### config.mk
export PLATFORM = sky130hd
export DESIGN_NAME = fetch_stage
export DESIGN_NICKNAME = d
export VERILOG_FILES = /design/src/rtl/fetch_stage.sv
export SDC_FILE = /design/constraint.sdc
export NUM_CORES = 1
export LEC_CHECK = 0
export BUFFER_PORTS_ARGS = -buffer_cell sky130_fd_sc_hd__buf_4
export CAP_MARGIN = 20
export CORE_ASPECT_RATIO = 0.7
export CORE_MARGIN = 4
export CORE_UTILIZATION = 60
export DETAILED_ROUTE_END_ITERATION = 10
export PLACE_DENSITY_LB_ADDON = 0.25
export SYNTH_ARGS = -nofsm -noshare
export SYNTH_HDL_FRONTEND = slang
export SYNTH_SLANG_ARGS = --single-unit
### constraint.sdc
create_clock -name clk_i -period 16.15 [get_ports clk_i]
set_input_delay 1.615 -clock clk_i [delete_from_list [all_inputs] [get_ports clk_i]]
set_output_delay 1.615 -clock clk_i [all_outputs]
set_load 0.01 [all_outputs]
### src/rtl/fetch_stage.sv
// Instruction fetch front end: issues I-cache requests under a credit rule, tracks
// in-order responses (discarding those killed by a flush) and buffers them for decode.
package fetch_pkg;
    typedef struct packed {
        logic        valid;
        logic [63:0] predict_address;
        logic        predict_taken;
    } branchpredict_sbe_t;
endpackage

module fetch_stage
    import fetch_pkg::*;
#(
    parameter int unsigned FETCH_FIFO_DEPTH = 4,
    parameter int unsigned MAX_OUTSTANDING  = 2
) (
    input  logic               clk_i,
    input  logic               rst_ni,
    input  logic               flush_i,
    input  logic [63:0]        fetch_address_i,
    input  logic               fetch_valid_i,
    input  branchpredict_sbe_t branch_predict_i,
    output logic               if_ready_o,
    output logic               instr_req_o,
    output logic [63:0]        instr_addr_o,
    input  logic               instr_gnt_i,
    input  logic               instr_rvalid_i,
    input  logic [31:0]        instr_rdata_i,
    output logic               fetch_entry_valid_o,
    output logic [63:0]        fetch_entry_addr_o,
    output logic [31:0]        fetch_entry_rdata_o,
    output branchpredict_sbe_t fetch_entry_bp_o,
    input  logic               fetch_entry_ready_i
);

    localparam int unsigned PTR_W = $clog2(FETCH_FIFO_DEPTH);
    localparam int unsigned CNT_W = PTR_W + 1;
    localparam int unsigned PQ_W  = (MAX_OUTSTANDING > 1) ? $clog2(MAX_OUTSTANDING) : 1;

    typedef struct packed {
        logic [63:0]        addr;
        branchpredict_sbe_t bp;
    } pend_t;

    typedef struct packed {
        logic [63:0]        addr;
        logic [31:0]        rdata;
        branchpredict_sbe_t bp;
    } entry_t;

    logic [1:0]       inflight_q, inflight_d;
    logic [1:0]       killed_q, killed_d;
    logic [1:0]       live;
    logic [CNT_W-1:0] count_q, count_d;
    logic [CNT_W:0]   credit;
    logic [PTR_W-1:0] fifo_wr_q, fifo_rd_q;
    logic [PQ_W-1:0]  pq_wr_q, pq_rd_q;
    logic             gnt_fire, rsp_valid, rsp_discard, rsp_accept, fifo_pop;

    pend_t  pend_mem [MAX_OUTSTANDING];
    entry_t fifo_mem [FETCH_FIFO_DEPTH];

    function automatic logic [PQ_W-1:0] pq_next(input logic [PQ_W-1:0] p);
        return (p == PQ_W'(MAX_OUTSTANDING - 1)) ? '0 : p + 1'b1;
    endfunction

    // Request side: live responses plus buffered entries must always fit in the FIFO
    assign live         = inflight_q - killed_q;
    assign credit       = (CNT_W+1)'(live) + (CNT_W+1)'(count_q);
    assign instr_req_o  = rst_ni & fetch_valid_i & ~flush_i
                        & (inflight_q < 2'(MAX_OUTSTANDING))
                        & (credit < (CNT_W+1)'(FETCH_FIFO_DEPTH));
    assign instr_addr_o = {fetch_address_i[63:2], 2'b00};
    assign gnt_fire     = instr_req_o & instr_gnt_i;
    assign if_ready_o   = gnt_fire;

    // Response side: a stray rvalid with nothing in flight is ignored
    assign rsp_valid   = instr_rvalid_i & (inflight_q != 2'd0);
    assign rsp_discard = rsp_valid & (flush_i | (killed_q != 2'd0));
    assign rsp_accept  = rsp_valid & ~rsp_discard;
    assign fifo_pop    = fetch_entry_valid_o & fetch_entry_ready_i & ~flush_i;

    assign inflight_d = inflight_q + {1'b0, gnt_fire} - {1'b0, rsp_valid};
    assign killed_d   = flush_i ? (inflight_q - {1'b0, rsp_valid})
                                : (killed_q - {1'b0, rsp_discard});
    assign count_d    = flush_i ? '0
                                : count_q + CNT_W'(rsp_accept) - CNT_W'(fifo_pop);

    always_ff @(posedge clk_i or negedge rst_ni) begin
        if (!rst_ni) begin
            inflight_q <= '0;
            killed_q   <= '0;
            count_q    <= '0;
            fifo_wr_q  <= '0;
            fifo_rd_q  <= '0;
            pq_wr_q    <= '0;
            pq_rd_q    <= '0;
        end else begin
            inflight_q <= inflight_d;
            killed_q   <= killed_d;
            count_q    <= count_d;
            if (flush_i) begin
                fifo_wr_q <= '0;
                fifo_rd_q <= '0;
                pq_wr_q   <= '0;
                pq_rd_q   <= '0;
            end else begin
                if (rsp_accept) fifo_wr_q <= fifo_wr_q + 1'b1;
                if (fifo_pop)   fifo_rd_q <= fifo_rd_q + 1'b1;
                if (gnt_fire)   pq_wr_q   <= pq_next(pq_wr_q);
                if (rsp_accept) pq_rd_q   <= pq_next(pq_rd_q);
            end
        end
    end

    // Storage stage: payload only, validity lives in the counters above
    always_ff @(posedge clk_i) begin
        if (gnt_fire)
            pend_mem[pq_wr_q] <= '{addr: fetch_address_i, bp: branch_predict_i};
        if (rsp_accept)
            fifo_mem[fifo_wr_q] <= '{addr: pend_mem[pq_rd_q].addr, rdata: instr_rdata_i,
                                     bp: pend_mem[pq_rd_q].bp};
    end

    assign fetch_entry_valid_o = (count_q != '0);
    assign fetch_entry_addr_o  = fifo_mem[fifo_rd_q].addr;
    assign fetch_entry_rdata_o = fifo_mem[fifo_rd_q].rdata;
    assign fetch_entry_bp_o    = fifo_mem[fifo_rd_q].bp;

    a_no_overflow: assert property (@(posedge clk_i) disable iff (!rst_ni)
        !(rsp_accept && count_q == CNT_W'(FETCH_FIFO_DEPTH)));
    a_rvalid_protocol: assert property (@(posedge clk_i) disable iff (!rst_ni)
        !(instr_rvalid_i && inflight_q == 2'd0));

endmodule

; ---- Yosys cells after proc, flatten, opt, wreduce, memory -nomap -nowiden
; Memory sizes are Yosys's and may differ from the RTL's.
; Cells that the tools add are included.
[word_totals]
regBits = 13
mem_bits_rw = 908
inputBits = 169
output_inout_bits = 229
word_cells = 58
mem_count = 2
[mem_list]
columns = memory, words, word_bits, read_ports, rd_ports_with_merged_regs, write_ports, line
row1 = fifo_mem, 4, 162, 1, 0, 1, 61  ; entry_t fifo_mem [FETCH_FIFO_DEPTH];
row2 = pend_mem, 2, 130, 1, 0, 1, 60  ; pend_t pend_mem [MAX_OUTSTANDING];
[op_classes]
n_addsub = 12
magnitude_cmp = 2
n_mux = 16
bitwise = 13
reduce_logical = 6
[op_table]
columns = op, n
row1 = AND 1 bit, 10
row2 = two-way mux 1 bit, 10
row3 = two-way mux 2 bit, 5
row4 = nonzero test 2 bit, 5
row5 = subtractor 2 x 1 -> 2 bit, 3
row6 = adder 2 x 1 -> 2 bit (second input constant), 2
row7 = adder 2 x 3 -> 4 bit, 1
row8 = less-than comparator 4 x 3 -> 1 bit (second input constant), 1
row9 = adder 3 x 1 -> 3 bit, 1
row10 = two-way mux 3 bit, 1
row11 = nonzero test 3 bit, 1
row12 = subtractor 3 x 1 -> 3 bit, 1
row13 = adder 1 bit (second input constant), 2
row14 = adder 2 x 1 -> 2 bit, 1
row15 = less-than comparator 2 bit (second input constant), 1
row16 = NOT 1 bit, 2
row17 = subtractor 2 bit, 1
row18 = bitwise OR 1 bit, 1

; ---- Logic depth before layout (Yosys ltp)
; Gate-level depths: netlist of the first run.
[depth]
depth_word = 8
ltp_mapped = 11
depth_no_buf = 10

; ---- Worst setup path before layout of the first run
; No wires, ideal clock.
[synth_timing]
path_kind = input to register
from = input flush_i
to = memory pend_mem[0][0] (netlist name), enable pin
setup_time_ns = 0.621
arrival_time_ns = 8.198
required_time_ns = 15.529
setup_slack_ns = 7.332
path_stages = 4
n_path_buf = 1
path_cell_list = or4b_1 -> or4b_1 -> buf_2 -> nor2_1
[synth_via]
elab_chain_len = 7
[synth_rtl]
columns = item, line
row1 = "start, declared", 19  ; input logic flush_i,
row2 = NOT 1 bit, 70  ; assign instr_req_o = rst_ni & fetch_valid_i & ~flush_i
row3 = AND 1 bit, 70
row4 = AND 1 bit, 71  ; & (inflight_q < 2'(MAX_OUTSTANDING))
row5 = AND 1 bit, 72  ; & (credit < (CNT_W+1)'(FETCH_FIFO_DEPTH));
row6 = AND 1 bit, 74  ; assign gnt_fire = instr_req_o & instr_gnt_i;
row7 = two-way mux 1 bit, 118  ; if (gnt_fire)
row8 = two-way mux 1 bit (not written as such), 119  ; pend_mem[pq_wr_q] <= '{addr: fetch_address_i, bp: branch_predict_i};
row9 = "end, declared", 60
; No other way between the ends.

; ---- Final worst setup path of the first run
[layout_timing]
from = register fifo_rd_q[0]
to = output fetch_entry_addr_o[34]
[layout_via]
elab_chain_len = 1
[layout_rtl]
columns = item, line
row1 = "start, declared", 56  ; logic [PTR_W-1:0] fifo_wr_q, fifo_rd_q;
row2 = "start signal, assigned", 109  ; if (fifo_pop) fifo_rd_q <= fifo_rd_q + 1'b1;
row3 = memory (4 x 162 bit), n/a
row4 = "end, declared", 30  ; output logic [63:0] fetch_entry_addr_o,
; No other way between the ends.

==> impl_metrics.toml, run 1 <==
[power_and_ir_drop]
seqPwrFrac = 0.488
power_mw = 5.75
power_density_nw_per_um2 = 144
p_sw_mw = 1.37
clockPowerShare = 0.326
p_int_mw = 4.38
power.leakage_nw = 13.2
combPwrFrac = 0.187
switching_share = 0.239
irDropWorstVdd_mv = 0.108

[sta]
post-route-period-util = 0.342
finalSetupTns_ns = 0
period_needed_ns = 5.52
rsz0062_at_grt = "no"
setup_viol = 0
fin_skew_ns = 0.0196
max_slew.worst_pin.slew_ns = 1.11
max_freq_mhz = 181
finalHoldViolations = 0
relSlewSlack = 0.260
finalMaxSlewViolations = 0

[die]
fp.dieW_um = 292
ioPinCount = 398
coreArea_um2 = 55600
die_y_um = 207
dieArea_um2 = 60400
row_count = 72
start_util = 0.610

[yosys]
ys_types = 31
synthMuxAreaShare = 0.152
postSynthCellCount = 1399
synth-compound-area-share = 0.00137
syn_area_um2 = 33900
yosysTopAreaCellShare = 0.804
ys_seq_area_frac = 0.814
ys_top_cells_by_area = "edfxtp_1, mux4_2, mux2_2"
synth_top_family_by_area = "multiplexers"
synth-simple-area-share = 0.00439
synth_seq_cells = 921
yosysTopAreaCell = "edfxtp_1"
synth_area_per_cell_um2 = 24.2
ys_warn_count = 0
synth-adder-area-share = 0.00428
synth_xor_xnor_area_share = 0.00258

[global_route]
grt_max_degree = 131
grt_pass1_vias = 15800
grt_overflow = 0
grt_pass1_wl_um = 99300
antenna_found_initial = 5
grt_util_all_layers = 0.222

[placed_design]
post-dp-hpwl_um = 39600
placed_cell_area_um2 = 37300
portBuffers = 395
globalplace.congestion = 0.735

[cts]
cts.sinks = 921
cts_tree = "done"
cts.clk_slew.worst_paths_ns = 0.06
clock_path_buffers = 3
ctsResizeCount = 0
htreeDepth = 3
hold_buffers = 0
clock_latency_ns = 0.61
cts_setup_buffers = 0
numCtsBuffers = 81
clockRootBuffer = "clkbuf_16"

[cells_and_area]
drive_gt1_frac = 0.447
layout_common_cells = "edfxtp_1, buf_4, mux4_2"
stdcell_area_um2 = 39900
synthToLayoutAreaGrowth_pct = 17.7
fin_util = 0.718
layout_commonest_cell = "edfxtp_1"
nNetsFinal = 1958

[critical_path]
critPathArrivalTime_ns = 3.90
critPathMaxStageDelay_ns = 0.87
endpoint_kind = "output port"
path_max_fanout = 39
crit_chain = "buf_4 > buf_4 > buf_16 > mux4_2 > buf_4"
crit_type = "flop to output port"
cpMaxStageDelayCell = "dfrtp_4"
crit_required_ns = 14.53
cp-start-kind = "flop"
worst_path_most_repeated_cell = "buf_4"

[job]
drv_cap = 0

[detailed_routing]
drc = 0
drt_iter0_drc = 1204
dr.pass1.iters = 5
via_per_inst = 5.84
routed-via-count = 15100
wirelength_um = 66500
wl_per_cell_um = 25.8
ant_nets = 0

[run_status]
status = "finished, final reports clean"

[worst_hold_path]
min_path_type = "flop to flop"
power groups by stage:
| stage | clock [mW] | sequential, mW | combinational, mW |
|---|---|---|---|
| finish | 1.87 | 2.81 | 1.07 |
| global route | 2.02 | 2.82 | 1.15 |
| CTS | 1.91 | 2.81 | 1.09 |
| detailed placement | 0 | 2.86 | 1.08 |
| global placement | 0 | 2.86 | 1.07 |
| floorplan | 0 | 2.82 | 0.676 |
logic make-up after synthesis:
family / Yosys count
AOI/OAI and AO/OA: 7
xor gates and xnor gates: 10
adders and majority gates: 11
buffers and inverters: 127
DFF: 921
muxes: 296
other: 1
and+or+nand+nor: 26
cell usage after synthesis, drive strengths merged:
| cell type | n |
|---|---|
| nor3 | 2 |
| o311ai | 1 |
| nor2b | 2 |
| mux4 | 162 |
| mux2i | 2 |
| mux2 | 132 |
| edfxtp | 908 |
| or3 | 1 |
| nor2 | 8 |
| inv | 9 |
| xor2 | 5 |
| nand2b | 3 |
| nor4 | 1 |
| conb | 1 |
| o31ai | 1 |
| and2 | 1 |
| ha | 10 |
| dfrtp | 13 |
| a21oi | 3 |
| o21a | 1 |
| and3b | 1 |
| a21o | 1 |
| buf | 94 |
| or4b | 2 |
| clkbuf | 24 |
| xnor2 | 5 |
| nand3 | 1 |
| fa | 1 |
| and3 | 4 |
flip-flops by register name, summed over array words and instances, names as in the netlist:
register and flops:
pq_wr_q 1, fifo_rd_q 2, inflight_q 2, count_q 3, pend_mem 260, pq_rd_q 1
killed_q 2, fifo_wr_q 2, fifo_mem 648
per-stage QoR:
stage                     setup WS [ns]  cells  hold WS (ns)
after floorplan                    7.33   1400         0.469
final                             10.63   2579         0.560
after global routing              10.26   2578         0.607
after global placement            10.89   2434         0.533
after detailed placement          10.92   2434         0.549
after CTS                         10.20   2576         0.558
layer usage:
layer / up-vias / track usage / wire length, um / share of wire
met5: - / 0 / 55 / 0.00083
li1: 6507 / - / - / -
met2: 559 / 0.357 / 33000 / 0.50
met4: 8 / 0.0542 / 1330 / 0.020
met3: 98 / 0.0603 / 5410 / 0.081
met1: 7894 / 0.312 / 26600 / 0.40
final cells by class:
type                       count  area, um2
antenna                        2       5.00
clock buffer                  97       2150
clock inverter                45        420
fill                        3177      15700
inverter                       9       33.8
multi-input combinational    352       5630
sequential                   921      27600
tap                          740        926
timing repair buffer         413       3150
final timing paths:
| path | cells after the start | slack, ns | endpoint | startpoint |
|---|---|---|---|---|
| max | 5 | 10.63 | fetch_entry_addr_o[34] | fifo_rd_q[0] |
| min | 1 | 0.56 | pq_wr_q | pq_wr_q |
| max reg2reg | 3 | 12.76 | fifo_mem[3][66] | killed_q[1] |
| min reg2reg | 1 | 0.56 | pq_wr_q | pq_wr_q |
| max in group asynchronous | 1 | 15.11 | fifo_rd_q[1] | rst_ni |
| min in group asynchronous | 1 | 0.85 | inflight_q[0] | rst_ni |
worst max-delay path: cells and delay by family, from the launching register on:
kind	cells	cell delay, ns
buffers and inverters	4	1.67
DFF	1	0.87
muxes	1	0.60
Note: power is estimated with default switching activity, not from simulation.
==> run 2, diff against run 1 <==
Settings changed: CORE_UTILIZATION 60 to 52.
Clock period 16.15 ns to 4.6 ns, I/O delays scaled along.
==> impl_metrics.toml, run 2 (synthesis results as in run 1) <==
[run_status]
status = "finished, final reports clean"

[die]
start_util = 0.524
dieArea_um2 = 69400
row_count = 78
ioPinCount = 398
die_y_um = 222
coreArea_um2 = 64700
fp.dieW_um = 313

[critical_path]
endpoint_kind = "output port"
r2r-start = "inflight_q[0]"
crit_required_ns = 4.14
crit_start = "inflight_q[0]"
cp_top_family = "simple AND/OR/NAND/NOR gates"
crit_type = "flop to output port"
critPathArrivalTime_ns = 3.01
r2r_setup_slack_ns = 1.37
critPathBufInv = 3
path_max_fanout = 5
cpMaxStageDelayCell = "or4b_1"
r2r_cells = 9
critPathMaxStageDelay_ns = 0.73
crit_chain = "inv_1 > ha_1 > xnor2_1 > xnor2_1 > ha_1 > and3b_1 > or4b_1 > inv_1 > buf_4"
worstReg2RegEnd = "pend_mem[1][78]"
cp-start-kind = "flop"
path_depth = 9
crit_end = "if_ready_o"

[cells_and_area]
top_regs = "fifo_mem x648, pend_mem x260, count_q x3"
largest_reg_flops = 648
top_register = "fifo_mem"
drive_gt1_frac = 0.417
nNetsFinal = 2106
synthToLayoutAreaGrowth_pct = 22.9
stdcell_area_um2 = 41700
layout_commonest_cell = "edfxtp_1"
fill_cells = 4199
layout_common_cells = "edfxtp_1, buf_4, mux4_2"

[power_and_ir_drop]
p_sw_mw = 4.87
combPwrFrac = 0.194
seqPwrFrac = 0.485
p_int_mw = 15.3
clockPowerShare = 0.321
power.leakage_nw = 13.8
power_density_nw_per_um2 = 484
power_mw = 20.2
switching_share = 0.241
irDropWorstVdd_mv = 0.345

[sta]
setup_viol = 0
post-route-period-util = 0.755
fin_skew_ns = 0.0193
finalHoldViolations = 0
rsz0062_at_grt = "no"
relSlewSlack = 0.316
finalMaxSlewViolations = 0
period_needed_ns = 3.47
max_freq_mhz = 288
max_slew.worst_pin.slew_ns = 1.03

[global_route]
grt_pass1_wl_um = 99500
grt_pass1_vias = 16300
antenna_found_initial = 2
grt_overflow = 0
grt_util_all_layers = 0.190
grt_max_degree = 92

[detailed_routing]
drc = 0
top_layer = "met5"
ant_nets = 0
via_per_inst = 5.38
dr.pass1.iters = 7
wl_per_cell_um = 22.8
wl_met2_um = 33100
routed-via-count = 15400
drt_iter0_drc = 1159
met1Wirelength_um = 26400
wl_met3_um = 4270
wirelength_um = 65200

[worst_hold_path]
min_from = "instr_rdata_i[5]"
min_path_type = "input pin to flop"

[cts]
numCtsBuffers = 83
cts.clk_slew.worst_paths_ns = 0.06
htreeDepth = 3
clockRootBuffer = "clkbuf_16"
cts.sinks = 921
ctsResizeCount = 0
clock_path_buffers = 3
cts_tree = "done"
clock_latency_ns = 0.63

[placed_design]
post-dp-hpwl_um = 36300
globalplace.congestion = 0.722
portBuffers = 395
placed_cell_area_um2 = 37700

[job]
drv_cap = 0
run 2: cell types whose count changed in the layout (fill, tap and decap cells not counted), sizes merged, moves of 4 or more:
cell	previous run	this run
clkinv	34	24
buf	413	417
clkbuf	97	108
inv	10	14
bufinv	8	4
dlygate4sd3	0	142
run 2: per-stage QoR:
step	hold WS, ns	setup TNS, ns	util	std cells	worst slack (ns)
floorplan	0.164	-295.83	-	1400	-1.14
CTS	0.00140	0	0.644	2864	1.07
global route	0.00733	0	0.644	2864	0.974
finish	0.0440	0	0.644	2865	1.13
global placement	0.317	0	0.583	2579	1.51
detailed placement	0.326	0	0.583	2579	1.38
run 2: per-layer routing:
layer,global-route usage,up-vias
met2,0.316,463
met1,0.256,8028
li1,-,6811
met5,0,-
met4,0.0515,2
met3,0.0438,104
run 2: repair_timing:
item / in CTS / in global routing
endpoints found under the setup margin: 0 / 0
buffers inserted: 0 / 0
hold endpoints to repair: 345 / 0
hold buffers: 142 / 0
run 2: final cells by class:
class                   count  area (um2)  share of cell area
flip-flops and latches    921       27600               0.662
multi-input cells         352        5630               0.135
repair buffers            559        4800               0.115
clock buffers             108        2210              0.0531
well taps                 880        1100              0.0264
clock inverters            35         307             0.00735
inverters                   9        33.8            0.000810
diodes                      1        2.50           0.0000600
run 2: worst register-to-register path: stages, from the launching register on:
cell	delay, ns
dfrtp_1	0.34
inv_1	0.06
ha_1	0.20
xnor2_1	0.18
xnor2_1	0.16
ha_1	0.27
and3b_1	0.20
or4b_1	0.73
nor2_4	0.24
buf_12	0.42
run 2: how the worst min path moves through the flow:
| stage | slack [ns] | cells after the start | to |
|---|---|---|---|
| 2_1_floorplan | 0.16 | 0 | count_q[0] |
| 3_3_place_gp | 0.32 | 1 | inflight_q[1] |
| 3_5_place_dp | 0.33 | 1 | inflight_q[0] |
| 4_1_cts | 0.001 | 1 | fifo_mem[2][71] |
| 5_1_grt | 0.007 | 1 | fifo_mem[3][71] |
| 6_report | 0.04 | 1 | fifo_mem[0][71] |
run 2: power groups by stage:
stage          clock (mW)  sequential (mW)  combinational, mW
2_1_floorplan           0             9.87               2.37
3_3_place_gp            0             9.95               3.84
3_5_place_dp            0             9.97               3.90
4_1_cts              6.64             9.79               4.02
5_1_grt              7.01             9.80               4.21
6_report             6.49             9.79               3.91
==> run 3, diff against run 2 <==
Clock period 4.6 ns to 2.8 ns, I/O delays scaled along.
==> impl_metrics.toml, run 3 (synthesis results as in run 1) <==
[critical_path]
crit_required_ns = 3.13
path_max_fanout = 9
cp-start-kind = "flop"
endpoint_kind = "flop"
crit_type = "flop to flop"
critPathArrivalTime_ns = 3.34

[die]
ioPinCount = 398
dieArea_um2 = 69400
die_y_um = 222
row_count = 78
fp.dieW_um = 313
start_util = 0.524
coreArea_um2 = 64700

[detailed_routing]
via_per_inst = 5.37
drc = 0
ant_nets = 0
drt_iter0_drc = 1371
wirelength_um = 68800
wl_per_cell_um = 23.2
dr.pass1.iters = 5
routed-via-count = 15900

[sta]
max_freq_mhz = 333
layout_setup_ws_ns = -0.205
rsz0062_at_grt = "yes"
relSlewSlack = 0.427
finalHoldViolations = 0
setup_viol = 258
finalMaxSlewViolations = 0
fin_skew_ns = 0.0192
period_needed_ns = 3.00
post-route-period-util = 1.07
max_slew.worst_pin.slew_ns = 0.860

[cts]
cts.sinks = 921
clockRootBuffer = "clkbuf_16"
htreeDepth = 3
clock_latency_ns = 0.61
numCtsBuffers = 83
clock_path_buffers = 3
cts.clk_slew.worst_paths_ns = 0.06
cts_tree = "done"

[run_status]
violations = "negative setup slack"
status = "finished, violations left"

[placed_design]
place_ws_ns = -0.0936
placed_cell_area_um2 = 38400
post-dp-hpwl_um = 40600
portBuffers = 395
globalplace.congestion = 0.720
dp.cells = 2623

[cells_and_area]
top_register = "fifo_mem"
fin_util = 0.672
instances_no_fill = 2971
fill_cells = 3988
top_regs = "fifo_mem x648, pend_mem x260, count_q x3"
largest_reg_flops = 648
stdcell_area_um2 = 43500
layout_commonest_cell = "edfxtp_1"
synthToLayoutAreaGrowth_pct = 28.2
nNetsFinal = 2206
drive_gt1_frac = 0.441
layout_common_cells = "edfxtp_1, buf_4, dlygate4sd3_1"

[global_route]
antenna_found_initial = 3
grt_max_degree = 102
grt_pass1_wl_um = 105000
grt_overflow = 0
grt_pass1_vias = 16800
grt_util_all_layers = 0.199

[worst_hold_path]
min_path_type = "input pin to flop"

[power_and_ir_drop]
power.leakage_nw = 14.6
irDropWorstVdd_mv = 0.517
power_density_nw_per_um2 = 780

[job]
drv_cap = 0
-- run 3: changes by cell type in the layout (fill, tap and decap cells not counted), moves of 5 or more --
cell,delta
buf_12,+35
buf_4,+22
bufbuf_16,+12
clkbuf_1,-12
clkbuf_16,+5
clkinv_1,+8
dlygate4sd3_1,+22
-- run 3: through the flow --
stage               total power [mW]  TNS (ns)  hold slack [ns]
finish                          33.9    -32.64           0.0519
global route                    35.4    -62.09           0.0409
CTS                             34.3    -26.45           0.0183
detailed placement              23.0    -13.47            0.141
global placement                22.9    -14.32            0.138
floorplan                       20.1   -371.49          -0.0156
-- run 3: worst max-delay path: stages, from the launching register on --
cell       delay, ns
dfrtp_1         0.41
ha_4            0.18
xnor2_2         0.13
xnor2_1         0.19
ha_1            0.25
and3b_1         0.17
or4b_4          0.50
buf_4           0.18
nor2_4          0.14
buf_12          0.12
buf_4           0.11
buf_12          0.15
clkbuf_16       0.17
-- run 3: power breakdown --
| part | internal (mW) | switching (mW) |
|---|---|---|
| combinational | 3.73 | 3.24 |
| clock | 6.19 | 4.76 |
| sequential | 15.8 | 0.184 |
-- run 3: worst paths after layout --
kind                       slack (ns)       startpoint  depth (start not counted)                to
setup reg to reg                -0.20      killed_q[0]                         12  pend_mem[0][111]
min in group asynchronous        0.08           rst_ni                          2           pq_wr_q
hold reg to reg                  0.58  pend_mem[0][75]                          1  fifo_mem[2][107]
max in group asynchronous        2.53           rst_ni                          2      fifo_rd_q[1]
setup / recovery                -0.20      killed_q[0]                         12  pend_mem[0][111]
hold / removal                   0.05      instr_gnt_i                          4     inflight_q[1]
-- run 3: area by class of cell --
| type | count | area (um2) | share of cell area |
|---|---|---|---|
| timing repair buffer | 659 | 6440 | 0.148 |
| antenna | 1 | 2.50 | 0.0000576 |
| tap | 880 | 1100 | 0.0253 |
| clock inverter | 52 | 443 | 0.0102 |
| inverter | 9 | 33.8 | 0.000777 |
| sequential | 921 | 27600 | 0.635 |
| clock buffer | 97 | 2190 | 0.0505 |
| multi-input combinational | 352 | 5650 | 0.130 |
-- run 3: layer usage --
metal,track usage,part of all wire,vias up
met1,0.282,0.42,8334
met2,0.319,0.49,488
met4,0.0509,0.022,4
met5,0,0.00039,-
met3,0.0461,0.065,107
li1,-,-,7010
-- run 3: what timing repair did --
action,4_1_cts,5_1_grt
hold buffers,164,0
endpoints found under the setup margin,252,265
gates cloned,12,4
pin swaps,7,6
gates resized for setup,9,3
hold endpoints to repair,409,0
buffers inserted,18,2
